[config.mk]
export PLATFORM = sky130hd
export DESIGN_NAME = scan_decider
export DESIGN_NICKNAME = d
export VERILOG_FILES = /design/src/rtl/scan_decider_pkg.sv /design/src/rtl/scan_decider_first_free_window.sv /design/src/rtl/scan_decider.sv
export SDC_FILE = /design/constraint.sdc
export NUM_CORES = 1
export LEC_CHECK = 0
export CAP_MARGIN = 20
export CORE_MARGIN = 5
export CORE_UTILIZATION = 55
export CTS_CLUSTER_SIZE = 24
export DETAILED_ROUTE_END_ITERATION = 6
export GPL_TIMING_DRIVEN = 0
export PLACE_DENSITY_LB_ADDON = 0.08
export SKIP_CTS_REPAIR_TIMING = 1
export SYNTH_ARGS = -nofsm -noshare
export SYNTH_HDL_FRONTEND = slang
export SYNTH_SLANG_ARGS = --single-unit
[constraint.sdc]
create_clock -name clock -period 10 [get_ports clock]
set_input_delay 2 -clock clock [delete_from_list [all_inputs] [get_ports clock]]
set_output_delay 2 -clock clock [all_outputs]
set_load 0.005 [all_outputs]
[src/rtl/scan_decider_pkg.sv]
// Shared types and defaults for the DPLL decision scanner.
// Holds the decision-order entry layout and the scanner FSM state encoding.
package scan_decider_pkg;

  localparam int unsigned MAX_VARS       = 8;
  localparam int unsigned MAX_VARS_BITS  = 3;
  localparam int unsigned SCAN_DEC_WIDTH = 4;

  typedef struct packed {
    logic [MAX_VARS_BITS-1:0] var_idx;
    logic                     val;
  } config_var;

  typedef enum logic [1:0] {
    IDLE,
    SCAN,
    HOLD
  } scan_dec_state_t;

endpackage

[src/rtl/scan_decider_first_free_window.sv]
// Priority encoder over one scan window of the decision order.
// Reports the lowest window offset whose variable is still unassigned.
module first_free_window #(
  parameter int unsigned NUM_VARS   = 8,
  parameter int unsigned VAR_BITS   = 3,
  parameter int unsigned SCAN_WIDTH = 4,
  parameter int unsigned OFF_BITS   = 2
) (
  input  logic [VAR_BITS-1:0] i_var_idx [NUM_VARS],
  input  logic [NUM_VARS-1:0] i_assigned,
  input  logic [VAR_BITS:0]   i_base,
  output logic                o_found,
  output logic [OFF_BITS-1:0] o_offset
);

  localparam int unsigned EW = VAR_BITS + 2;

  always_comb begin
    logic [EW-1:0] w_pos;
    logic          w_found;
    w_found  = 1'b0;
    o_offset = '0;
    w_pos    = '0;
    for (int unsigned k = 0; k < SCAN_WIDTH; k++) begin
      w_pos = EW'(i_base) + EW'(k);
      // Positions past the end of the order list never match.
      if (!w_found && (w_pos < EW'(NUM_VARS))) begin
        if (!i_assigned[i_var_idx[w_pos[VAR_BITS-1:0]]]) begin
          w_found  = 1'b1;
          o_offset = OFF_BITS'(k);
        end
      end
    end
    o_found = w_found;
  end

endmodule

[src/rtl/scan_decider.sv]
// DPLL decision unit: walks the decision order from a pointer, issues the next
// unassigned variable over a valid/ack handshake, and supports backtrack with flip.
module scan_decider
  import scan_decider_pkg::*;
#(
  parameter int unsigned NUM_VARS   = MAX_VARS,
  parameter int unsigned VAR_BITS   = MAX_VARS_BITS,
  parameter int unsigned SCAN_WIDTH = SCAN_DEC_WIDTH
) (
  input  logic                clock,
  input  logic                reset,
  input  config_var           dec_config [NUM_VARS],
  input  logic [NUM_VARS-1:0] assigned,
  input  logic                req,
  input  logic                dec_ack,
  input  logic                bt_valid,
  // One extra bit so the end-of-order position can be commanded directly.
  input  logic [VAR_BITS:0]   bt_dec_idx,
  input  logic                bt_flip,
  output logic                dec_valid,
  output logic [VAR_BITS-1:0] dec_idx_out,
  output logic [VAR_BITS-1:0] var_idx_out,
  output logic                val_out,
  output logic                all_assigned,
  output logic                busy
);

  localparam int unsigned PW       = VAR_BITS + 1;
  localparam int unsigned EW       = VAR_BITS + 2;
  localparam int unsigned OFF_BITS = (SCAN_WIDTH > 1) ? $clog2(SCAN_WIDTH) : 1;

  scan_dec_state_t     r_state, w_state;
  logic [PW-1:0]       r_ptr, w_ptr;
  logic                r_flip_pend, w_flip_pend;
  logic [PW-1:0]       r_flip_idx, w_flip_idx;
  logic                w_dec_valid, w_val, w_all, w_busy, w_flip_hit;
  logic [VAR_BITS-1:0] w_dec_idx, w_var_idx;
  logic [VAR_BITS-1:0] w_cfg_var [NUM_VARS];
  logic                w_found;
  logic [OFF_BITS-1:0] w_offset;
  logic [EW-1:0]       w_hit, w_adv;
  config_var           w_cfg;

  always_comb begin
    for (int unsigned i = 0; i < NUM_VARS; i++) begin
      w_cfg_var[i] = VAR_BITS'(dec_config[i].var_idx);
    end
  end

  first_free_window #(
    .NUM_VARS  (NUM_VARS),
    .VAR_BITS  (VAR_BITS),
    .SCAN_WIDTH(SCAN_WIDTH),
    .OFF_BITS  (OFF_BITS)
  ) u_window (
    .i_var_idx (w_cfg_var),
    .i_assigned(assigned),
    .i_base    (r_ptr),
    .o_found   (w_found),
    .o_offset  (w_offset)
  );

  always_comb begin
    w_state     = r_state;
    w_ptr       = r_ptr;
    w_flip_pend = r_flip_pend;
    w_flip_idx  = r_flip_idx;
    w_dec_valid = dec_valid;
    w_dec_idx   = dec_idx_out;
    w_var_idx   = var_idx_out;
    w_val       = val_out;
    w_all       = all_assigned;
    w_hit       = EW'(r_ptr) + EW'(w_offset);
    w_adv       = EW'(r_ptr) + EW'(SCAN_WIDTH);
    w_cfg       = dec_config[w_hit[VAR_BITS-1:0]];
    w_flip_hit  = r_flip_pend && (w_hit == EW'(r_flip_idx));

    if (bt_valid) begin
      w_state     = IDLE;
      w_dec_valid = 1'b0;
      w_flip_pend = bt_flip;
      w_flip_idx  = bt_dec_idx;
      if (bt_dec_idx >= PW'(NUM_VARS)) begin
        w_ptr = PW'(NUM_VARS);
        w_all = 1'b1;
      end else begin
        w_ptr = bt_dec_idx;
        w_all = 1'b0;
      end
    end else begin
      case (r_state)
        IDLE: if (req && !all_assigned) w_state = SCAN;
        SCAN: begin
          if (w_found) begin
            w_dec_idx   = w_hit[VAR_BITS-1:0];
            w_var_idx   = VAR_BITS'(w_cfg.var_idx);
            w_val       = w_cfg.val ^ w_flip_hit;
            w_dec_valid = 1'b1;
            w_state     = HOLD;
            if (w_flip_hit) w_flip_pend = 1'b0;
          end else if (w_adv >= EW'(NUM_VARS)) begin
            w_ptr   = PW'(NUM_VARS);
            w_all   = 1'b1;
            w_state = IDLE;
          end else begin
            w_ptr = w_adv[PW-1:0];
          end
        end
        HOLD: begin
          if (dec_ack) begin
            w_ptr       = PW'(dec_idx_out) + PW'(1);
            w_dec_valid = 1'b0;
            w_state     = IDLE;
          end
        end
        default: w_state = IDLE;
      endcase
    end
    w_busy = (w_state != IDLE);
  end

  always_ff @(posedge clock or posedge reset) begin
    if (reset) begin
      r_state      <= IDLE;
      r_ptr        <= '0;
      r_flip_pend  <= 1'b0;
      r_flip_idx   <= '0;
      dec_valid    <= 1'b0;
      dec_idx_out  <= '0;
      var_idx_out  <= '0;
      val_out      <= 1'b0;
      all_assigned <= 1'b0;
      busy         <= 1'b0;
    end else begin
      r_state      <= w_state;
      r_ptr        <= w_ptr;
      r_flip_pend  <= w_flip_pend;
      r_flip_idx   <= w_flip_idx;
      dec_valid    <= w_dec_valid;
      dec_idx_out  <= w_dec_idx;
      var_idx_out  <= w_var_idx;
      val_out      <= w_val;
      all_assigned <= w_all;
      busy         <= w_busy;
    end
  end

endmodule
==> impl_metrics.env <==
export IMPL_cts_path_max_buffers=2
export IMPL_start_util_pct=55.92
export IMPL_critical_path_max_stage_delay_ps=500
export IMPL_gp_congestion=0.8388
export IMPL_synthArstFlopShare_pct=100.0
export IMPL_crit_start="dec_config[11]"
export IMPL_root_buffer="clkbuf_8"
export IMPL_synth_top_area_share_pct=25.06
export IMPL_drt_drc_violations_left=0
export IMPL_layout_drive_gt1_share_pct=19.93
export IMPL_worst_clock_skew_ps=5.047
export IMPL_setup_tns_ps=0
export IMPL_ant_nets=0
export IMPL_first_iter_violations=116
export IMPL_synth_seq_area_share_pct=20.16
export IMPL_fillers=341
export IMPL_endpoint="val_out"
export IMPL_hold_path_depth=2
export IMPL_antenna_found_initial=0
export IMPL_ys_flop_type="dfrtp_1"
export IMPL_fin_nets=360
export IMPL_grt_usage_pct=21.81
export IMPL_min_period_ps=6520
export IMPL_h_tree_depth=1
export IMPL_setup_violations=0
export IMPL_path_cells="clkdlybuf4s50_1 -> mux4_2 -> mux2i_2 -> mux2_2 -> a31oi_2 -> nand3_1 -> nor2_1 -> nor2_1 -> nor2_1 -> ha_1 -> inv_1 -> fa_1 -> clkbuf_1 -> xor2_1 -> nand4_1 -> a211oi_1 -> xor2_1 -> o21ai_1"
export IMPL_worstSetupStartpointType="input pin"
export IMPL_critPathArrivalTime_ps=6670
export IMPL_max_vdd_ir_drop_mv=0.1641
export IMPL_end_kind="register"
export IMPL_r2r_end="val_out"
export IMPL_via_count=2290
export IMPL_synthSimpleGateAreaFrac_pct=10.18
export IMPL_hold_viol=0
export IMPL_overflow=0
export IMPL_leakage_nw=1.305
export IMPL_dr_wl_met2_um=3054
export IMPL_r2r_slack_ps=4220
export IMPL_worst_pin_slew_ps=826.1
export IMPL_ys_types=51
export IMPL_slew_headroom_pct=44.60
export IMPL_syn_area_per_cell_um2=10.95
export IMPL_ys_top_cells_by_area="mux4_2, dfrtp_1, mux2i_1"
export IMPL_synth_edf_count=0
export IMPL_regArea_um2=525.5
export IMPL_synth_top_family_by_area="multiplexers"
export IMPL_cp_required_ps=10150
export IMPL_hold_path_class="register to register"
export IMPL_post_route_period_util_pct=65.20
export IMPL_synthAdderAreaFrac_pct=4.129
export IMPL_synthTopCellsByCount="mux2i_1, mux4_2, dfrtp_1, nand2_1, nor2_1"
export IMPL_num_rows=25
export IMPL_via_per_inst=6.451
export IMPL_cap_violations=0
export IMPL_max_clock_freq_mhz=153.4
export IMPL_wl_um=6589
export IMPL_clk_pin_slew_ps=70
export IMPL_num_antenna_cells=0
export IMPL_crit_slowest_cell="mux4_2"
export IMPL_hpwl_um=5230
export IMPL_synth_warning_count=0
export IMPL_grt_pass1_vias=2178
export IMPL_synth_area_mux_share_pct=44.89
export IMPL_dr_pass1_iters=4
export IMPL_r2r_start="r_ptr[0]"
export IMPL_drt_met1_wl_um=3103
export IMPL_cts_tree="built"
export IMPL_clkSinkCount=21
export IMPL_slew_viol_final=0
export IMPL_grt_pass1_wl_um=10830
export IMPL_die_area_um2=6215
export IMPL_ys_seq_elements=21
export IMPL_syn_to_final_growth_pct=27.03
export IMPL_path_class="input pin to register"
export IMPL_synth_net_count=296
export IMPL_yosysTopAreaCell="mux4_2"
export IMPL_pin_count=60
export IMPL_clk_latency_ps=260
export IMPL_io_buffers=59
export IMPL_rsz0062_at_grt="false"
export IMPL_cts_made_buffers=3
export IMPL_dr_wl_met3_um=375
export IMPL_core_area_um2=4661
export IMPL_routedWlPerCell_um=18.56
export IMPL_synthXorXnorAreaFrac_pct=3.937
export IMPL_grt_max_degree=22
export IMPL_top_layer_used="met4"
export IMPL_worstPathMaxFanout=10
export IMPL_power_w=0.0007408
export IMPL_cellPowerDensity_nw_per_um2=223.8
export IMPL_synth_compound_area_share_pct=12.53
export IMPL_crit_top_cell="nor2_1"
export IMPL_multi_input_comb_area_um2=1972
export IMPL_fp_dieH_um=78.84
export IMPL_netlist_area_um2=2606
export IMPL_reg2reg_depth=23
export IMPL_synthCells=238
export IMPL_outcome="complete, no violations"
export IMPL_synth_most_common_cell="mux2i_1"
export IMPL_fp_dieW_um=78.84
[critical path, delay by kind of cell]
| family | cells | cell delay [ps] |
|---|---|---|
| adders and majority gates | 2 | 690 |
| xor gates and xnor gates | 2 | 380 |
| and+or+nand+nor | 5 | 540 |
| buffers and inverters | 3 | 1050 |
| AOI/OAI and AO/OA | 3 | 720 |
| muxes | 3 | 1290 |
[area by class of cell]
class                   count  share of cell area (%)
plain buffers              12                   2.154
clock buffers               3                   1.247
clock inverters             1                  0.1512
inverters                  10                   1.134
multi-input cells         195                   59.56
flip-flops and latches     21                   15.87
well taps                  54                   2.041
repair buffers             59                   17.84
[through the flow]
step                setup slack, ps  util, %  instance area (um^2)  instances  hold slack, ps
floorplan                      4445        -                  2606        238           477.7
global placement               3324    70.04                  3264        351           484.2
detailed placement             3260    70.04                  3264        351           479.0
CTS                            3520    71.03                  3311        355           502.3
global route                   3275    71.03                  3311        355           531.5
finish                         3480    71.03                  3311        355           503.5
[flip-flops by register name, summed over array words and instances (netlist names)]
signal,flops
dec_idx_out,3
busy,1
r_flip_pend,1
var_idx_out,3
r_flip_idx,4
val_out,1
dec_valid,1
r_ptr,4
r_state,2
all_assigned,1
[where the power goes]
part           total [W]  switching, W  internal, W
logic           0.000558      0.000273     0.000285
clock network  0.0000555     0.0000278    0.0000278
registers       0.000127     0.0000210     0.000106
total           0.000741      0.000322     0.000419
[worst min path at each step]
| stage | start | to | slack (ps) |
|---|---|---|---|
| after floorplan | val_out | val_out | 480 |
| after global placement | var_idx_out[2] | var_idx_out[2] | 480 |
| after detailed placement | val_out | val_out | 480 |
| after CTS | var_idx_out[2] | var_idx_out[2] | 500 |
| after global routing | var_idx_out[2] | var_idx_out[2] | 530 |
| final | var_idx_out[2] | var_idx_out[2] | 500 |
[routing by layer]
layer	global-route usage (%)	up-vias
li1	-	1059
met1	32.87	1146
met2	34.38	79
met3	3.175	6
met4	2.921	0
met5	0	-
[cells in the final DEF, fill, tap and decap left out, types with 6 or more instances in the layout]
master and count:
nand3_1 6, nor2_1 14, o21ai_1 7, clkdlybuf4s50_1 59, nor3_1 9, mux2i_1 34, mux4_2 29, ha_1 7
xor2_1 6, a21oi_1 11, nand2_1 18, inv_1 9, dfrtp_1 21
[logic make-up after synthesis]
kind of cell | Yosys count
muxes | 77
AOI/OAI and AO/OA | 43
DFF | 21
xor gates and xnor gates | 10
buffers and inverters | 22
adders and majority gates | 8
and+or+nand+nor | 57
Power figures use the tool's default switching activity.
